==> src/rtl/parity_serial_tx.sv <==
// parity_serial_tx: serializes start, 4 data bits LSB-first, even/odd parity and stop at CLKS_PER_BIT clocks per bit
module parity_serial_tx #(
  parameter int CLKS_PER_BIT = 4
) (
  input  logic       clk,
  input  logic       rst,
  input  logic [3:0] data_in,
  input  logic       parity_type,
  input  logic       in_valid,
  output logic       in_ready,
  output logic       tx_out,
  output logic       busy,
  output logic       parity_bit,
  output logic       frame_done
);
  localparam int CW = $clog2(CLKS_PER_BIT + 1);
  localparam logic [CW-1:0] LAST = CW'(CLKS_PER_BIT - 1);
  localparam logic [CW-1:0] PRE = CW'(CLKS_PER_BIT - 2);
  typedef enum logic [2:0] {IDLE, START, DATA, PARITY, STOP} state_t;
  state_t state;
  logic [CW-1:0] cnt;
  logic [3:0] shift;
  logic [1:0] idx;
  logic bit_end;
  assign bit_end = cnt == LAST;
  assign in_ready = state == IDLE && !rst;
  always_ff @(posedge clk) begin
    if (rst) begin
      state <= IDLE;
      tx_out <= 1'b1;
      busy <= 1'b0;
      parity_bit <= 1'b0;
      frame_done <= 1'b0;
      shift <= '0;
      cnt <= '0;
      idx <= '0;
    end else begin
      frame_done <= 1'b0;
      cnt <= (state == IDLE || bit_end) ? '0 : cnt + 1'b1;
      case (state)
        IDLE: if (in_valid && in_ready) begin
          state <= START;
          tx_out <= 1'b0;
          busy <= 1'b1;
          shift <= data_in;
          parity_bit <= ^data_in ^ parity_type;
        end
        START: if (bit_end) begin
          state <= DATA;
          tx_out <= shift[0];
          idx <= '0;
        end
        DATA: if (bit_end) begin
          if (idx == 2'd3) begin
            state <= PARITY;
            tx_out <= parity_bit;
          end else begin
            shift <= shift >> 1;
            tx_out <= shift[1];
            idx <= idx + 1'b1;
          end
        end
        PARITY: if (bit_end) begin
          state <= STOP;
          tx_out <= 1'b1;
          frame_done <= CLKS_PER_BIT == 1;
        end
        STOP: if (bit_end) begin
          state <= IDLE;
          busy <= 1'b0;
        end else begin
          frame_done <= cnt == PRE;
        end
        default: state <= IDLE;
      endcase
    end
  end
endmodule

==> config.mk <==
export PLATFORM = sky130hd
export DESIGN_NAME = parity_serial_tx
export DESIGN_NICKNAME = d
export VERILOG_FILES = /design/src/rtl/parity_serial_tx.sv
export SDC_FILE = /design/constraint.sdc
export NUM_CORES = 1
export LEC_CHECK = 0
export BUFFER_PORTS_ARGS = -buffer_cell sky130_fd_sc_hd__buf_4
export CAP_MARGIN = 20
export CORE_MARGIN = 1
export CORE_UTILIZATION = 47
export DETAILED_ROUTE_END_ITERATION = 16
export MAX_ROUTING_LAYER = met4
export PLACE_DENSITY_LB_ADDON = 0.1
export SETUP_SLACK_MARGIN = 0.05
export SYNTH_ARGS = -nofsm -noshare
export SYNTH_HDL_FRONTEND = slang
export SYNTH_SLANG_ARGS = --single-unit
export TNS_END_PERCENT = 10
==> constraint.sdc <==
create_clock -name clk -period 4.77 [get_ports clk]
set_clock_uncertainty 0.1 [all_clocks]
set_input_delay 0.477 -clock clk [delete_from_list [all_inputs] [get_ports clk]]
set_output_delay 0.477 -clock clk [all_outputs]
set_load 0.01 [all_outputs]
# Word level (Yosys, flattened, before mapping)
# Cells that the tools add are included.
# op_classes
bitwise_logic	2
addsub	2
n_mux	24
n_reduce_logical	18
eq_ne	14
# op_table
operator	count
$mux 3	6
$pmux 3 s5	1
$eq 3x2->1 const B	4
$mux 4	3
$ne 2x2->1 const B	6
$pmux 4 s2	1
$reduce_and 4->1	2
$mux 1	7
$mux 2	3
$reduce_and 6->1	1
$reduce_bool 2->1	3
$reduce_and 5->1	1
$pmux 1 s4	1
$pmux 2 s2	1
$reduce_bool 4->1	1
$reduce_xor 4->1	1
$add 3x1->3 const B	1
$eq 3x1->1 const B	1
$eq 3x3->1 const B	1
$logic_not 3->1	1
$reduce_and 3->1	1
$reduce_or 3->1	1
$add 2x1->2 const B	1
$eq 2x2->1 const B	1
other kinds (9)	10
# word_totals
elab_cells	68
inputBits	8
out_inout_bits	5
register_bits	16

# Depth between registers and ports, before layout
# logic_depth
word_depth	5
ltp_mapped	6
depth_no_buf	6

# Least setup slack after synthesis
# OpenSTA, ideal clock, no wires.
# synth_timing
path_type	input to output
from	input port rst
to	output port in_ready
path_buffers	1
stages	2
setup_slack_ns	3.176
t_arrival_ns	1.017
t_required_ns	4.193
path_cell_list	clkbuf_1 -> nor4_1
# synth_via
elab_chain_len	2
# synth_rtl
element	line	rtl
start: declaration	6	input logic rst,
$logic_not 1->1	26	assign in_ready = state == IDLE && !rst;
$logic_and 1x1->1	26	
end: declaration	10	output logic in_ready,
# Every way passes these cells.

# Worst setup path after layout
# layout_timing
from	register state[1]
to	output port in_ready
# layout_via
elab_chain_len	2
# layout_rtl
element	line	rtl
start: declaration	20	state_t state;
start signal: assignment	29	state <= IDLE;
start signal: assignment	42	state <= START;
start signal: assignment	49	state <= DATA;
$logic_not 3->1	26	
$logic_and 1x1->1	26	
# Every way passes these cells.

==> impl_summary.txt <==
----------------------------------------------------
[Status]
  Outcome ... finished clean

[Final layout]
  Fin cells ... 118
  Most common library cell in the layout ignoring fill and taps ... sky130_fd_sc_hd__dfxtp_1
  Final-stage net count ... 115
  Most frequent cells in the layout ... 16 x sky130_fd_sc_hd__dfxtp_1, 12 x sky130_fd_sc_hd__nor2_1, 12 x sky130_fd_sc_hd__buf_4
  Antenna cells ... 0
  Count of fill cells added during filler insertion ... 149
  Area of all placed cells without fillers ... 932.1 um2
  Share of the core filled with cells ... 0.5979
  Synth-to-layout area growth ... 15.86%
  Share of cells above drive strength 1 ... 0.2059

[Floorplanning]
  Number of primary I/O pins ... 13
  Number of cell rows ... 14
  Die width ... 43.38 um
  CORE AREA ... 1559 um2
  Initial Util ... 0.5161
  Die Outline Area ... 1881 um2
  Die Y ... 43.38 um

[Power]
  Ratio of total power to cell area ... 294.4 nW/um2
  Leakage power total ... 0.0004016 uW
  IR Drop Worst-Case VDD ... 0.1887 mV

[Critical path]
  Critical Path End ... in_ready
  Required time of the worst setup path ... 4190 ps
  CP startpoint kind ... flip-flop
  Maximum fanout count along the critical path ... 14
  Critical path data arrival time ... 1310 ps
  Count of cells along the worst register-to-register path ... 6
  Path type of the worst setup path ... reg2out
  Critical register-to-register path startpoint ... cnt[0]$_SDFF_PP0_
  Critical path endpoint category ... output port
  Setup slack of the most critical reg-to-reg path ... 2990 ps
  Start point of the critical path ... state[1]$_SDFFE_PP0P_
  Endpoint of the lowest-slack register-to-register path ... idx[1]$_SDFFE_PP0P_

[GRT]
  Global route total overflow ... 0
  Via count of the first global-routing pass ... 571
  Largest net degree at the start of global routing ... 16
  Global router's overall resource usage ... 0.1856
  First-pass GRT wire length ... 2470 um
  Antenna violations before repair ... 0

[Logic synthesis]
  Number of different library cells in the post-synthesis netlist ... 33
  Synth Warn # ... 0
  Flip-flop and latch count after synthesis ... 16
  Cell area after synthesis ... 804.5 um2
  Cell count after synthesis ... 90
  Sequential-to-total area share from yosys stat ... 0.3981
  Post-synth top area share ... 0.3981
  Mean post-synth cell area ... 8.939 um2
  Syn_nets ... 102
  Biggest area contributors in the synthesized netlist ... sky130_fd_sc_hd__dfxtp_1 40%, sky130_fd_sc_hd__ha_1 6.2%, sky130_fd_sc_hd__nor2_1 5.6%
  Top cell type by total area after synthesis ... sky130_fd_sc_hd__dfxtp_1

[Place]
  Routability Congestion ... 0.7249
  Buffers on Ports ... 12
  DP Area ... 895.9 um2
  DP Wirelength ... 1075 um
  Placed Cells ... 114

[Timing]
  Highest achievable clock rate ... 0.5302 GHz
  Final Hold Vio Count ... 0
  Aggregate negative setup slack ... 0 ps
  Total of endpoints with negative setup slack in the final report ... 0
  Measured slew at the worst slew-check pin ... 499.1 ps
  Final worst hold slack ... 354.3 ps
  Final-report max-slew violation count ... 0
  Clock period minus final worst setup slack ... 1886 ps
  Fraction of the cycle the final worst path needs ... 0.3954
  RSZ-0062 raised after global routing ... false
  Normalized max-slew margin ... 0.6668

[Detailed routing]
  Initial DRC count ... 4
  Number of DRC violations after detailed routing ... 0
  Antenna violation net count after detailed routing ... 0
  Number of detailed-route iterations in the first pass ... 4
  WL per Instance ... 12.30 um
  DR vias/cell ... 5.627
  Post-detailed-routing wire length ... 1451 um
  Total number of vias ... 664

[Clock tree]
  Post-CTS resize count ... 0
  Setup repair bufs after CTS ... 0
  CTS hold repair buffers ... 0
  TritonCTS clock tree ... done
  Clock latency of the later-clocked register in the worst-skew pair ... 290 ps
  Number of H-tree branching levels ... 1
  Number of clock sinks ... 16
  Max Root-Sink Buffers ... 2
  Root cell of the clock tree ... sky130_fd_sc_hd__clkbuf_4
  Clock edge transition at the registers on the reported setup and hold paths ... 90 ps
  Clock buffers created by TritonCTS ... 3

[Job]
  Number of max-cap violations ... 0

[Worst hold path]
  Min-Delay Path Class ... in2reg

----------------------------------------------------
cell usage after synthesis:
| library cell | instances |
|---|---|
| sky130_fd_sc_hd__dfxtp_1 | 16 |
| sky130_fd_sc_hd__clkbuf_1 | 1 |
| sky130_fd_sc_hd__a31oi_1 | 1 |
| sky130_fd_sc_hd__a21oi_4 | 1 |
| sky130_fd_sc_hd__mux2i_1 | 3 |
| sky130_fd_sc_hd__nor3b_1 | 1 |
| sky130_fd_sc_hd__nand2_1 | 5 |
| sky130_fd_sc_hd__mux2_2 | 1 |
| sky130_fd_sc_hd__xnor2_1 | 3 |
| sky130_fd_sc_hd__o21ai_1 | 1 |
| sky130_fd_sc_hd__nor3_1 | 1 |
| sky130_fd_sc_hd__a21oi_1 | 6 |
| sky130_fd_sc_hd__nor4_1 | 1 |
| sky130_fd_sc_hd__nor2_1 | 12 |
| sky130_fd_sc_hd__xor2_1 | 2 |
| sky130_fd_sc_hd__inv_1 | 3 |
| sky130_fd_sc_hd__or3b_4 | 1 |
| sky130_fd_sc_hd__nor2b_1 | 2 |
| sky130_fd_sc_hd__nand3_1 | 3 |
| sky130_fd_sc_hd__a211o_1 | 1 |
| sky130_fd_sc_hd__a2bb2oi_1 | 1 |
| sky130_fd_sc_hd__nand3b_1 | 2 |
| sky130_fd_sc_hd__o31ai_1 | 2 |
| sky130_fd_sc_hd__a211oi_1 | 3 |
| sky130_fd_sc_hd__or3_1 | 2 |
| sky130_fd_sc_hd__o21ai_0 | 2 |
| sky130_fd_sc_hd__and4b_1 | 1 |
| sky130_fd_sc_hd__nand2_2 | 1 |
| sky130_fd_sc_hd__a211oi_2 | 1 |
| sky130_fd_sc_hd__ha_1 | 4 |
| sky130_fd_sc_hd__and3_1 | 2 |
| sky130_fd_sc_hd__nand2b_1 | 1 |
| sky130_fd_sc_hd__buf_2 | 3 |
layer usage:
layer | up-vias | global-route usage | part of all wire
li1 | 340 | - | -
met2 | 10 | 0.2364 | 0.43
met4 | 0 | 0.1000 | 0.020
met1 | 310 | 0.2526 | 0.51
met3 | 4 | 0.06667 | 0.035
met5 | - | - | 0
final cells by class:
type	instances	area, um2	area share
multi-input cells	67	454.2	0.4872
flip-flops and latches	16	320.3	0.3436
repair buffers	12	90.09	0.09664
clock buffers	4	36.28	0.03893
well taps	16	20.02	0.02148
inverters	3	11.26	0.01208
logic make-up (layout without fill, tap and decap cells):
kind of cell    Yosys count  in the layout  synth area share
simple gates             35             35            0.2286
flops                    16             16            0.3981
compound gates           19             19            0.1680
xor+xnor                  5              5           0.05444
mux                       4              4           0.05132
buf+inv                   7             19           0.03731
fa+ha+maj                 4              4           0.06221
worst max-delay path, cell delays in order, from the launching register on:
cell	delay, ps
sky130_fd_sc_hd__dfxtp_1	470
sky130_fd_sc_hd__nor4_1	370
sky130_fd_sc_hd__buf_4	180
flip-flops by register name, summed over array words and instances (netlist names):
signal,flops
shift,4
busy,1
state,3
frame_done,1
idx,2
cnt,3
tx_out,1
parity_bit,1
per-stage QoR:
stage | total power (uW) | worst slack, ps
floorplan | 173.5 | 3176
global placement | 187.5 | 3058
detailed placement | 188.8 | 2999
CTS | 280.1 | 2875
global route | 288.4 | 2713
finish | 274.5 | 2884
power breakdown:
| group | switching, uW | total (uW) | internal (uW) |
|---|---|---|---|
| clock network | 42.5 | 89.1 | 46.5 |
| registers | 5.80 | 146 | 140 |
| logic | 18.6 | 39.2 | 20.6 |
| total | 66.9 | 274 | 208 |
worst min-delay path by stage:
stage | cells past startpoint | to | from
finish | 3 | shift[3]$_SDFFE_PP0P_ | data_in[3]
global placement | 1 | cnt[0]$_SDFF_PP0_ | cnt[0]$_SDFF_PP0_
detailed placement | 1 | cnt[0]$_SDFF_PP0_ | cnt[0]$_SDFF_PP0_
floorplan | 1 | cnt[0]$_SDFF_PP0_ | cnt[0]$_SDFF_PP0_
CTS | 3 | shift[3]$_SDFFE_PP0P_ | data_in[3]
global route | 2 | idx[1]$_SDFFE_PP0P_ | rst
Power figures use the tool's default switching activity.
